## src/rtl/eq_band_mixer_if.sv

```systemverilog
// Bus bundle for eq_band_mixer: sample input, gain-write port and mixed output.
// The master drives samples and gain writes; the slave is the mixer itself.
interface eq_band_mixer_if #(
   parameter int NUM_BANDS = 4,
   parameter int GAIN_W    = 16
);
   logic [NUM_BANDS*24-1:0]  band_in;
   logic                     in_valid;
   logic                     gain_we;
   logic [2:0]               gain_addr;
   logic signed [GAIN_W-1:0] gain_data;
   logic signed [23:0]       audio_out;
   logic                     out_valid;
   logic                     busy;
   logic                     overrun;

   modport master (
      output band_in, in_valid, gain_we, gain_addr, gain_data,
      input  audio_out, out_valid, busy, overrun
   );

   modport slave (
      input  band_in, in_valid, gain_we, gain_addr, gain_data,
      output audio_out, out_valid, busy, overrun
   );
endinterface

```

## src/rtl/eq_band_mixer.sv

```systemverilog
// Serial multiply-accumulate mixer: one band*gain product per cycle, result >>> 14.
// Define EQ_MIX_SATURATE_EN to saturate the output; otherwise it wraps to 24 bits.
module eq_band_mixer #(
   parameter int NUM_BANDS = 4,
   parameter int GAIN_W    = 16
) (
   input  logic           clk,
   input  logic           rst,
   eq_band_mixer_if.slave bus
);
   localparam int ACC_W  = 44;
   localparam int PROD_W = 24 + GAIN_W;
   localparam int IDX_W  = $clog2(NUM_BANDS);
   localparam logic signed [GAIN_W-1:0] GAIN_UNITY = GAIN_W'(16'h4000);

   typedef enum logic [1:0] {S_IDLE, S_ACC, S_OUT} state_t;

   state_t                   r_state, w_state_next;
   logic [IDX_W-1:0]         r_idx;
   logic signed [23:0]       r_band [NUM_BANDS];
   logic signed [GAIN_W-1:0] r_gain [NUM_BANDS];
   logic signed [GAIN_W-1:0] r_snap [NUM_BANDS];
   logic signed [ACC_W-1:0]  r_acc;
   logic signed [23:0]       r_audio;
   logic                     r_out_valid;
   logic                     r_overrun;

   logic                     w_accept;
   logic                     w_last;
   logic signed [PROD_W-1:0] w_prod;
   logic signed [ACC_W-1:0]  w_acc_next;
   logic signed [23:0]       w_result;

   assign w_accept   = (r_state == S_IDLE) && bus.in_valid;
   assign w_last     = (r_idx == IDX_W'(NUM_BANDS - 1));
   assign w_prod     = r_band[r_idx] * r_snap[r_idx];
   assign w_acc_next = r_acc + ACC_W'(w_prod);

`ifdef EQ_MIX_SATURATE_EN
   localparam logic signed [ACC_W-1:0] SAT_MAX = ACC_W'(8388607);
   localparam logic signed [ACC_W-1:0] SAT_MIN = -ACC_W'(8388608);
   logic signed [ACC_W-1:0] w_shift;

   assign w_shift = w_acc_next >>> 14;

   always_comb begin
      w_result = w_shift[23:0];
      if (w_shift > SAT_MAX)      w_result = 24'sh7FFFFF;
      else if (w_shift < SAT_MIN) w_result = -24'sh800000;
   end
`else
   // Slicing above bit 14 is the floor shift followed by the 24-bit wrap.
   assign w_result = w_acc_next[37:14];
`endif

   // NOTE: every clocked process uses non-blocking assignments so all state
   // updates at an edge see the same pre-edge values.
   always_ff @(posedge clk) begin
      if (rst) r_state <= S_IDLE;
      else     r_state <= w_state_next;
   end

   // NOTE: next state defaults to the current state first so no path leaves
   // it unassigned, which would otherwise infer a latch.
   always_comb begin
      w_state_next = r_state;
      case (r_state)
         S_IDLE:  if (bus.in_valid) w_state_next = S_ACC;
         S_ACC:   if (w_last)       w_state_next = S_OUT;
         S_OUT:   w_state_next = S_IDLE;
         default: w_state_next = S_IDLE;
      endcase
   end

   always_ff @(posedge clk) begin
      if (rst) begin
         r_idx       <= '0;
         r_acc       <= '0;
         r_audio     <= '0;
         r_out_valid <= 1'b0;
         r_overrun   <= 1'b0;
         for (int k = 0; k < NUM_BANDS; k++) r_gain[k] <= GAIN_UNITY;
      end else begin
         r_out_valid <= 1'b0;
         r_overrun   <= bus.in_valid && (r_state != S_IDLE);
         for (int k = 0; k < NUM_BANDS; k++)
            if (bus.gain_we && bus.gain_addr == 3'(k)) r_gain[k] <= bus.gain_data;
         if (w_accept) begin
            r_acc <= '0;
            r_idx <= '0;
         end else if (r_state == S_ACC) begin
            r_acc <= w_acc_next;
            r_idx <= r_idx + IDX_W'(1);
            if (w_last) begin
               r_audio     <= w_result;
               r_out_valid <= 1'b1;
            end
         end
      end
   end

   // NOTE: the sample and gain-snapshot arrays carry no reset; they are always
   // loaded on acceptance before being read, so resetting them buys nothing.
   always_ff @(posedge clk) begin
      if (w_accept) begin
         for (int k = 0; k < NUM_BANDS; k++) begin
            r_band[k] <= bus.band_in[24*k +: 24];
            r_snap[k] <= r_gain[k];
         end
      end
   end

   assign bus.audio_out = r_audio;
   assign bus.out_valid = r_out_valid;
   assign bus.busy      = (r_state != S_IDLE);
   assign bus.overrun   = r_overrun;
endmodule

```

## src/flat_wrapper.sv

```systemverilog
// flat-port wrapper written by rule: the top's interface ports become plain ports
module eq_band_mixer_flat 
#(
   parameter int NUM_BANDS = 4,
   parameter int GAIN_W    = 16
)
  (clk, rst, bus_band_in, bus_in_valid, bus_gain_we, bus_gain_addr, bus_gain_data, bus_audio_out, bus_out_valid, bus_busy, bus_overrun);
  eq_band_mixer_if #(.NUM_BANDS(NUM_BANDS), .GAIN_W(GAIN_W)) bus_i ();
  input  logic clk;
  input  logic rst;
  input wire logic [$bits(bus_i.band_in)-1:0] bus_band_in;
  input wire logic [$bits(bus_i.in_valid)-1:0] bus_in_valid;
  input wire logic [$bits(bus_i.gain_we)-1:0] bus_gain_we;
  input wire logic [$bits(bus_i.gain_addr)-1:0] bus_gain_addr;
  input wire logic [$bits(bus_i.gain_data)-1:0] bus_gain_data;
  output wire logic [$bits(bus_i.audio_out)-1:0] bus_audio_out;
  output wire logic [$bits(bus_i.out_valid)-1:0] bus_out_valid;
  output wire logic [$bits(bus_i.busy)-1:0] bus_busy;
  output wire logic [$bits(bus_i.overrun)-1:0] bus_overrun;
  assign bus_i.band_in = bus_band_in;
  assign bus_i.in_valid = bus_in_valid;
  assign bus_i.gain_we = bus_gain_we;
  assign bus_i.gain_addr = bus_gain_addr;
  assign bus_i.gain_data = bus_gain_data;
  assign bus_audio_out = bus_i.audio_out;
  assign bus_out_valid = bus_i.out_valid;
  assign bus_busy = bus_i.busy;
  assign bus_overrun = bus_i.overrun;
  eq_band_mixer #(.NUM_BANDS(NUM_BANDS), .GAIN_W(GAIN_W)) u_core (.clk(clk), .rst(rst), .bus(bus_i));
endmodule
```

## config.mk

```make
export PLATFORM = sky130hd
export DESIGN_NAME = eq_band_mixer_flat
export DESIGN_NICKNAME = d
export VERILOG_FILES = /design/src/rtl/eq_band_mixer_if.sv /design/src/rtl/eq_band_mixer.sv /design/src/flat_wrapper.sv
export SDC_FILE = /design/constraint.sdc
export NUM_CORES = 1
export LEC_CHECK = 0
export CORE_MARGIN = 1
export CORE_UTILIZATION = 40
export DETAILED_ROUTE_END_ITERATION = 6
export GPL_ROUTABILITY_DRIVEN = 1
export PLACE_DENSITY = 0.62
export SLEW_MARGIN = 30
export SYNTH_ARGS = -nofsm -noshare
export SYNTH_HDL_FRONTEND = slang
export SYNTH_SLANG_ARGS = --single-unit
```

## constraint.sdc

```tcl
create_clock -name clk -period 20.6 [get_ports clk]
set_input_delay 4.12 -clock clk [delete_from_list [all_inputs] [get_ports clk]]
set_output_delay 4.12 -clock clk [all_outputs]
set_load 0.005 [all_outputs]
```

Word-level counts from Yosys, hierarchy flattened:

Memories as Yosys holds them, arrays and structs flattened. A register that Yosys moved wholly into a read port is not among the register bits.
Cells that the tools add are included.

* add/sub/neg operators: 2
* reduce and logical (&&, ||, !) cells: 13
* bitwise gates (word level): 6
* multiplexer cells: 28
* $mul: 1
* eq/ne operators: 7

Operator list (count)
* $mux W16: 4
* $add A44 B40 Y44: 1
* $mul A24 B16 Y40: 1
* $mux W1: 17
* $mux W2: 6
* $eq A3 B2 Y1 const B: 2
* $logic_and A1 B1 Y1: 6
* $or A1 B1 Y1: 4
* $pmux W2 S2: 1
* $eq A3 B1 Y1 const B: 1
* $logic_not A3 Y1: 1
* $reduce_and A3 Y1: 1
* $reduce_or A3 Y1: 1
* $add A2 B1 Y2 const B: 1
* $eq A2 B1 Y1 const B: 1
* $eq A2 B2 Y1 const B: 1
* $logic_not A2 Y1: 1
* $ne A2 B1 Y1 const B: 1
* $ne A2 B2 Y1 const B: 1
* $not A1 Y1: 2
* $reduce_and A2 Y1: 1
* $reduce_bool A2 Y1: 1
* $reduce_or A2 Y1: 1

* word-level logic and storage cells: 66
* bits in registers: 74
* memories kept: 3
* memory bits (writable): 224
* input port bits: 119
* output and inout port bits: 27

Memory list
* u_core.r_band: words 4, width 24, read ports 1, clocked after Yosys merged registers in 1, write ports 4, RTL line eq_band_mixer.sv:20 `logic signed [23:0] r_band [NUM_BANDS];`
* u_core.r_gain: words 4, width 16, read ports 4, clocked after Yosys merged registers in 0, write ports 4, RTL line eq_band_mixer.sv:21 `logic signed [GAIN_W-1:0] r_gain [NUM_BANDS];`
* u_core.r_snap: words 4, width 16, read ports 1, clocked after Yosys merged registers in 1, write ports 4, RTL line eq_band_mixer.sv:22 `logic signed [GAIN_W-1:0] r_snap [NUM_BANDS];`

Depth between registers and ports, before layout:

Gate-level depths: netlist of run 1.

* depth after elaboration: 6
* depth in mapped cells: 30

Worst setup path before layout of run 1:

OpenSTA, ideal clock, no wires.

* path type: input-to-reg
* start point: in bus_in_valid
* end point: reg u_core.r_acc[30]
* arrival time: 9036 ps
* path slack: 11440 ps
* buffers on the path: 0
* cell stages on the path: 4
* data required time: 20476 ps
* setup time: 124 ps
* cell sequence: and2_1 > nor2_1 > and4_1 > a311o_1

* longest elaborated chain between the ends: 2

RTL lines
* start, declared: RTL line flat_wrapper.sv:12 `input wire logic [$bits(bus_i.in_valid)-1:0] bus_in_valid;`
* $logic_and A1 B1 Y1: RTL line eq_band_mixer.sv:34 `assign w_accept = (r_state == S_IDLE) && bus.in_valid;`
* $reduce_or A2 Y1 (no source line)
* end signal, assigned: RTL line eq_band_mixer.sv:92 `r_acc <= w_acc_next;`
* end, declared: RTL line eq_band_mixer.sv:23 `logic signed [ACC_W-1:0] r_acc;`

Every way passes these cells.
A chain may end at the register's enable or synchronous reset.

==> results of run 1 <==
==> per-layer routing <==
layer | routed length (µm) | up-vias
met4 | 1600 | 0
met3 | 3950 | 96
li1 | - | 7493
met1 | 28700 | 8476
met5 | 0 | -
met2 | 30600 | 533
==> cell type report <==
class	instances	area (µm²)	area share [%]
Inverter	467	1750	6.11
Sequential cell	294	8140	28.3
Tap cell	837	1050	3.65
Clock inverter	21	313	1.09
Clock buffer	42	942	3.28
Timing Repair Buffer	163	1590	5.54
Multi-Input combinational cell	1481	14900	52.0
==> cell families (layout without fill, tap and decap cells) <==
family	after synthesis	in the layout	synth area share, %
xor+xnor	38	38	1.32
simple gates	692	692	12.5
mux	58	58	3.63
flops	294	294	32.4
fa+ha+maj	506	506	37.0
compound gates	187	187	4.76
buf+inv	558	693	8.40
==> per-stage QoR <==
step                instances  setup WS [ns]  hold slack, ns  utilization, %
finish                   3305          12.36           0.417            46.4
global route             3305          11.78           0.421            46.4
CTS                      3305          12.31           0.418            46.4
detailed placement       3242          12.32           0.405            44.4
global placement         3242          12.41           0.402            44.4
floorplan                2333          11.44           0.400               -
==> cell usage in the layout, fill, tap and decap left out, types with 18 or more instances in the layout <==
master           count
a21oi_1             74
and2_1             111
clkbuf_16           35
clkdlybuf4s50_1    145
dfxtp_1             68
edfxtp_1           224
fa_1               396
ha_1               110
inv_1              465
mux2i_1             18
mux4_2              25
nand2_1            321
nand3_1             28
nor2_1             148
o21ai_0             19
xnor2_1             29
==> worst max-delay path, delay by kind of cell, from the launching register on <==
| kind | cells | cell delay (ns) |
|---|---|---|
| buffers and inverters | 6 | 1.44 |
| adder cells (fa/ha/maj) | 7 | 3.71 |
| AND/OR/NAND/NOR | 5 | 1.10 |
| flip-flops | 1 | 0.49 |
| AO/OA/AOI/OAI | 4 | 0.69 |
| multiplexers | 1 | 0.63 |
==> registers in the layout (all words and copies together), names as in the netlist, named ones only <==
| register | count |
|---|---|
| u_core.bus.audio_out | 24 |
| u_core.bus.out_valid | 1 |
| u_core.bus.overrun | 1 |
| u_core.r_acc | 38 |
| u_core.r_band | 96 |
| u_core.r_gain | 64 |
| u_core.r_idx | 2 |
| u_core.r_snap | 64 |
| u_core.r_state | 2 |
==> synthesized netlist by cell type (all sizes together), types with 29 or more instances <==
cell type	number	area share (%)
xnor2	29	1.0
a21oi	76	1.5
edfxtp	224	27
nand2	322	4.8
nor2	150	2.2
clkbuf	70	1.1
inv	465	6.9
fa	396	32
and2	112	2.8
ha	110	5.5
o21ai	41	0.89
dfxtp	70	5.6
==> how the worst max path moves through the flow <==
stage            startpoint                                    end  slack (ns)  depth (start not counted)
2_1_floorplan  bus_in_valid          u_core.r_acc[30]$_SDFFE_PP0P_       11.44                          4
3_3_place_gp           flop  u_core.bus.audio_out[23]$_SDFFE_PP0P_       12.41                         24
3_5_place_dp           flop  u_core.bus.audio_out[23]$_SDFFE_PP0P_       12.32                         24
4_1_cts                flop  u_core.bus.audio_out[23]$_SDFFE_PP0P_       12.31                         24
5_1_grt                flop  u_core.bus.audio_out[22]$_SDFFE_PP0P_       11.78                         23
6_report               flop  u_core.bus.audio_out[22]$_SDFFE_PP0P_       12.36                         23
==> impl_metrics.csv, run 1 <==
group,metric,value,unit
floorplanning,core_area,61800,µm²
synthesis,ys_seq_area_share,32.4,%
layout,num-nets-final,3067,
grt,grt_max_degree,80,
place,placed_area,27400,µm²
worst_hold_path,hold_depth,0,
setup_path,cp_data_required_time,21.08,ns
cts,htreeDepth,2,
synthesis,postSynthCellCount,2333,
worst_hold_path,min_to,"u_core.r_snap[0][4]$_DFFE_PP_",
timing,max_freq,121,MHz
floorplanning,rows,91,
grt,gr-total-overflow,0,
synthesis,synth.distinct_cells,61,
timing,slew_headroom,27.8,%
run,cap_violations,0,
timing,tightestPinTransition,1.08,ns
setup_path,r2r_end,"u_core.bus.audio_out[22]$_SDFFE_PP0P_",
setup_path,slowest_stage,"fa_1",
cts,postCtsResizedCells,0,
synthesis,synth_top_flop_cell,"edfxtp_1",
timing,tns,0,ns
place,hpwl,50.6,mm
setup_path,end_kind,"flop",
setup_path,reg2regPathDepth,23,
synthesis,synth_edf_count,224,
synthesis,synth.net_count,2958,
detailed_routing,wl_per_cell,19.6,µm
layout,syn_to_final_growth,14.3,%
detailed_routing,drt_iter0_drc,1196,
synthesis,synthesis.area,25100,µm²
floorplanning,io_pins,146,
timing,finClkSkew,0.0231,ns
cts,cts_buffers,35,
run_status,status,"finished clean",
grt,gr-usage-all-layers,21.3,%
timing,rsz0062_at_grt,"no",
floorplanning,initial_core_util,40.6,%
layout,final_area,28700,µm²
timing,period_needed,8.24,ns
cts,cts_hold_buf,0,
grt,grt_use_met1,29.8,%
cts,clk_pin_slew,0.06,ns
timing,drv_slew,0,
detailed_routing,vias,16600,
detailed_routing,drc,0,
setup_path,max_stage_delay,0.76,ns
detailed_routing,drt.antenna.violating_nets,0,
layout,antenna_cells,0,
grt,grt_pass1_vias,18200,
cts,cts_setup_buffers,0,
grt,grt_pass1_wl,104,mm
timing,hold_viol_final,0,
cts,clk_path_buf_depth,3,
detailed_routing,drt-total-wl,64.9,mm
grt,use_met2,34.9,%
layout,fill_cells,5685,
cts,cts.sinks,294,
floorplanning,die_w,253,µm
timing,period_share,40.0,%
setup_path,path_cells,"buf_4 -> mux4_2 -> clkinv_1 -> nor2_1 -> fa_1 -> fa_1 -> inv_1 -> fa_1 -> inv_1 -> fa_1 -> fa_1 -> inv_1 -> fa_1 -> inv_1 -> ha_1 -> nand2_1 -> nand2_1 -> a21o_1 -> a21oi_1 -> a31oi_1 -> nand2_1 -> or4b_1 -> a31oi_1",
layout,drive_gt1_share,6.20,%
setup_path,critPathLaunchType,"flop",
detailed_routing,vias_per_cell,5.02,
worst_hold_path,min_path_type,"reg -> reg",
detailed_routing,first_pass_iters,5,
place,gp_congestion,0.921,
synthesis,ys_ff_latch,294,
synthesis,ys_warn_count,0,
cts,cts_tree,"done",
timing,finalSetupViolCount,0,
setup_path,reg2reg_slack,12.36,ns
grt,grt-busiest-layer,"met2",
synthesis,synth-async-reset-ratio,0,%
place,portBuffers,145,
floorplanning,die_y,253,µm
worst_hold_path,worstHoldStart,"u_core.r_gain[0][4]$_SDFFCE_PN0P_",
cts,clk_latency,0.56,ns
cts,root_buffer,"clkbuf_16",
setup_path,crit_type,"reg -> reg",
synthesis,avgSynthCellArea,10.8,µm²
grt,gr-usage-met3,2.75,%
floorplanning,die_area,63800,µm²
setup_path,worstPathArrival,8.72,ns
setup_path,crit_top_cell,"fa_1",
grt,antenna_found_initial,1,
setup_path,crit_path_max_fanout,51,
Power of run 1 is not shown: default switching activity piles up to over one toggle a cycle in this logic, so the estimate is an artifact.
==> run 2: changes to the inputs <==
- clock period: 20.6 -> 8.5 ns (I/O delays scaled with it)
==> impl_metrics.csv, run 2 (synthesis gave the netlist of run 1 again) <==
group,metric,value,unit
cts,root_buffer,"clkbuf_16",
floorplanning,die_area,63800,µm²
grt,grt_pass1_vias,18100,
cts,htreeDepth,2,
floorplanning,rows,91,
floorplanning,initial_core_util,40.6,%
timing,tightestPinTransition,0.969,ns
detailed_routing,drt-total-wl,64.4,mm
timing,tns,0,ns
detailed_routing,drt.antenna.violating_nets,0,
floorplanning,core_area,61800,µm²
place,portBuffers,145,
setup_path,path_cells,"buf_4 -> mux4_2 -> inv_1 -> nor2_1 -> fa_1 -> inv_1 -> fa_1 -> fa_1 -> fa_1 -> inv_1 -> fa_1 -> inv_1 -> fa_1 -> inv_1 -> ha_1 -> and4_1 -> a21o_1 -> o21ai_1 -> nand2_2 -> a21oi_2 -> o21ai_2 -> a21oi_2 -> nor4_1 -> a311o_1",
floorplanning,die_w,253,µm
timing,rsz0062_at_grt,"no",
setup_path,crit_type,"reg -> reg",
cts,clk_latency,0.56,ns
grt,grt_max_degree,81,
grt,gr-usage-all-layers,21.3,%
detailed_routing,first_pass_iters,5,
place,gp_congestion,0.928,
grt,gr-total-overflow,0,
layout,multi_input_area,14900,µm²
cts,clk_path_buf_depth,3,
layout,drive_gt1_share,6.14,%
layout,antenna_cells,0,
layout,top_regs,"u_core.r_band x96, u_core.r_gain x64, u_core.r_snap x64",
setup_path,slowest_stage,"mux4_2",
setup_path,crit_path_max_fanout,26,
detailed_routing,drt_iter0_drc,1016,
cts,cts.sinks,294,
detailed_routing,vias_per_cell,4.99,
run_status,status,"finished clean",
timing,hold_viol_final,0,
detailed_routing,wl_per_cell,19.5,µm
run,cap_violations,0,
layout,layout_commonest_cell,"inv_1",
setup_path,crit_family,"adder cells",
timing,finalSetupViolCount,0,
setup_path,max_stage_delay,0.71,ns
timing,finClkSkew,0.0196,ns
timing,period_needed,7.70,ns
layout,syn_to_final_growth,13.9,%
layout,fill_cells,5692,
layout,layout_common_cells,"inv_1, fa_1, nand2_1",
floorplanning,die_y,253,µm
setup_path,cp_data_required_time,8.93,ns
cts,postCtsResizedCells,0,
cts,cts_setup_buffers,0,
cts,cts_tree,"done",
setup_path,worstPathArrival,8.14,ns
setup_path,critPathBufInv,6,
layout,seq_area,8140,µm²
layout,largest_reg_flops,96,
grt,grt_pass1_wl,103,mm
timing,drv_slew,0,
place,hpwl,50.4,mm
timing,period_share,90.6,%
setup_path,critPathLaunchType,"flop",
detailed_routing,vias,16500,
layout,num-nets-final,3073,
timing,max_freq,130,MHz
detailed_routing,drc,0,
cts,clk_pin_slew,0.06,ns
cts,cts_buffers,34,
worst_hold_path,min_path_type,"reg -> reg",
layout,regMostFlops,"u_core.r_band",
floorplanning,io_pins,146,
cts,cts_hold_buf,0,
timing,slew_headroom,35.4,%
grt,antenna_found_initial,0,
setup_path,crit_top_cell,"fa_1",
setup_path,end_kind,"flop",
run 2: worst register-to-register path, stage by stage, from the launching register on:
cell     delay (ns)
dfxtp_4        0.57
buf_4          0.37
mux4_2         0.72
inv_1          0.28
nor2_1         0.12
fa_1           0.56
inv_1          0.05
fa_1           0.47
fa_1           0.52
fa_1           0.58
inv_1          0.06
fa_1           0.49
inv_1          0.06
fa_1           0.49
inv_1          0.04
ha_1           0.33
and4_1         0.21
a21o_1         0.20
o21ai_1        0.22
nand2_2        0.10
a21oi_2        0.32
o21ai_2        0.20
a21oi_2        0.23
nor4_1         0.07
a311o_1        0.34
run 2: per-layer routing:
metal	vias to the layer above	wire, µm	global-route usage, %
met1	8461	27900	28.4
met3	81	3710	3.47
li1	7503	-	-
met2	492	31100	35.3
met5	-	0	0
met4	0	1730	7.10
run 2: area by class of cell:
cell class,count,area share [%]
Sequential cell,294,28.4
Clock buffer,40,3.05
Multi-Input combinational cell,1481,52.1
Clock inverter,22,0.805
Inverter,467,6.13
Timing Repair Buffer,170,5.79
Tap cell,837,3.66
run 2: final timing paths:
path	start	to	slack, ns	cells after the start
worst min register to register	u_core.r_gain[2][0]$_SDFFCE_PN0P_	u_core.r_snap[2][0]$_DFFE_PP_	0.41	0
worst min-delay path	u_core.r_gain[2][0]$_SDFFCE_PN0P_	u_core.r_snap[2][0]$_DFFE_PP_	0.41	0
worst max register to register	flop	u_core.r_acc[30]$_SDFFE_PP0P_	0.80	24
worst max-delay path	flop	u_core.r_acc[30]$_SDFFE_PP0P_	0.80	24
run 2: through the flow:
step                      utilization (%)  hold slack (ns)  instance area, µm²  instances  setup WS (ns)
final                                46.3            0.409               28600       3311          0.796
after global routing                 46.3            0.420               28600       3311          0.357
after CTS                            46.3            0.411               28600       3311          0.812
after detailed placement             44.5            0.405               27500       3249          0.831
after global placement               44.5            0.400               27500       3249          0.864
after floorplan                         -            0.400               25100       2333           1.41
Power of run 2 is left out for the same reason.
==> run 3: changes to the inputs <==
- MAX_ROUTING_LAYER: default -> met4
==> impl_metrics.csv, run 3 (synthesis gave the netlist of run 1 again) <==
group,metric,value,unit
cts,cts.sinks,294,
cts,clk_pin_slew,0.06,ns
timing,tightestPinTransition,0.942,ns
layout,regMostFlops,"u_core.r_band",
detailed_routing,vias,16600,
layout,fill_cells,5710,
run_status,status,"finished clean",
layout,fin_util,46.3,%
layout,syn_to_final_growth,14.0,%
layout,layout_common_cells,"inv_1, fa_1, nand2_1",
grt,antenna_found_initial,0,
detailed_routing,drt-total-wl,64.9,mm
floorplanning,io_pins,146,
cts,postCtsResizedCells,0,
detailed_routing,vias_per_cell,5.02,
floorplanning,die_w,253,µm
timing,max_freq,126,MHz
layout,seq_area,8140,µm²
setup_path,worstPathArrival,8.33,ns
cts,cts_setup_buffers,0,
cts,cts_hold_buf,0,
timing,finalSetupViolCount,0,
run,cap_violations,0,
detailed_routing,first_pass_iters,5,
cts,cts_tree,"done",
detailed_routing,drc,0,
setup_path,crit_path_max_fanout,40,
timing,period_needed,7.91,ns
floorplanning,initial_core_util,40.6,%
cts,cts_buffers,35,
layout,drive_gt1_share,6.18,%
grt,gr-total-overflow,0,
detailed_routing,wl_per_cell,19.6,µm
timing,period_share,93.0,%
place,hpwl,50.7,mm
setup_path,crit_type,"reg -> reg",
layout,layout_commonest_cell,"inv_1",
setup_path,critPathLaunchType,"flop",
timing,tns,0,ns
grt,grt_pass1_wl,103,mm
cts,clk_latency,0.57,ns
timing,drv_slew,0,
floorplanning,die_y,253,µm
floorplanning,rows,91,
timing,rsz0062_at_grt,"no",
place,portBuffers,145,
layout,top_regs,"u_core.r_band x96, u_core.r_gain x64, u_core.r_snap x64",
setup_path,cp_data_required_time,8.92,ns
layout,multi_input_area,14900,µm²
floorplanning,core_area,61800,µm²
cts,clk_path_buf_depth,3,
grt,grt_max_degree,81,
timing,finClkSkew,0.0250,ns
floorplanning,die_area,63800,µm²
place,place_ws,0.634,ns
detailed_routing,drt.antenna.violating_nets,0,
detailed_routing,drt_iter0_drc,1151,
layout,antenna_cells,0,
worst_hold_path,min_path_type,"reg -> reg",
layout,largest_reg_flops,96,
timing,slew_headroom,37.2,%
grt,grt_pass1_vias,18200,
timing,worst_slack,0.592,ns
timing,hold_viol_final,0,
grt,gr-usage-all-layers,22.1,%
cts,htreeDepth,2,
setup_path,end_kind,"flop",
place,gp_congestion,0.958,
timing,fin_hold_ws,0.418,ns
layout,num-nets-final,3073,
cts,root_buffer,"clkbuf_16",
## run 3: final timing paths
check | cells past startpoint | from | slack, ns | to
worst max-delay path | 23 | flop | 0.59 | u_core.r_acc[35]$_SDFFE_PP0P_
worst min-delay path | 0 | u_core.r_gain[2][6]$_SDFFCE_PN0P_ | 0.42 | u_core.r_snap[2][6]$_DFFE_PP_
worst max register to register | 23 | flop | 0.59 | u_core.r_acc[35]$_SDFFE_PP0P_
worst min register to register | 0 | u_core.r_gain[2][6]$_SDFFCE_PN0P_ | 0.42 | u_core.r_snap[2][6]$_DFFE_PP_
## run 3: critical path: stages, from the launching register on
cell	delay [ns]
dfxtp_4	0.64
buf_12	0.32
mux4_2	0.81
and2_1	0.30
fa_1	0.50
inv_1	0.06
fa_1	0.53
inv_1	0.05
fa_1	0.53
inv_1	0.06
fa_1	0.57
fa_1	0.43
fa_1	0.53
inv_1	0.04
ha_1	0.36
nand4_1	0.18
nor4_1	0.36
or3b_1	0.44
o211ai_2	0.11
o21ai_2	0.13
o21ai_2	0.20
a31oi_1	0.13
xor2_1	0.29
o21ai_1	0.12
## run 3: cell type report
type / count / area share [%]
Clock buffer: 40 / 3.12
Inverter: 467 / 6.12
Multi-Input combinational cell: 1481 / 52.1
Timing Repair Buffer: 169 / 5.75
Clock inverter: 23 / 0.869
Tap cell: 837 / 3.66
Sequential cell: 294 / 28.4
## run 3: routing by layer
layer	up-vias	share of wire, %	GRT usage [%]
met5	-	0	-
met4	0	3.5	8.07
met3	136	6.5	3.78
met2	542	47	35.2
met1	8447	43	28.3
li1	7503	-	-
## run 3: stage by stage
step,cells,cell area (µm²)
floorplan,2333,25100
global placement,3248,27500
finish,3311,28600
detailed placement,3248,27500
CTS,3311,28600
global route,3311,28600
Power of run 3 is left out for the same reason.
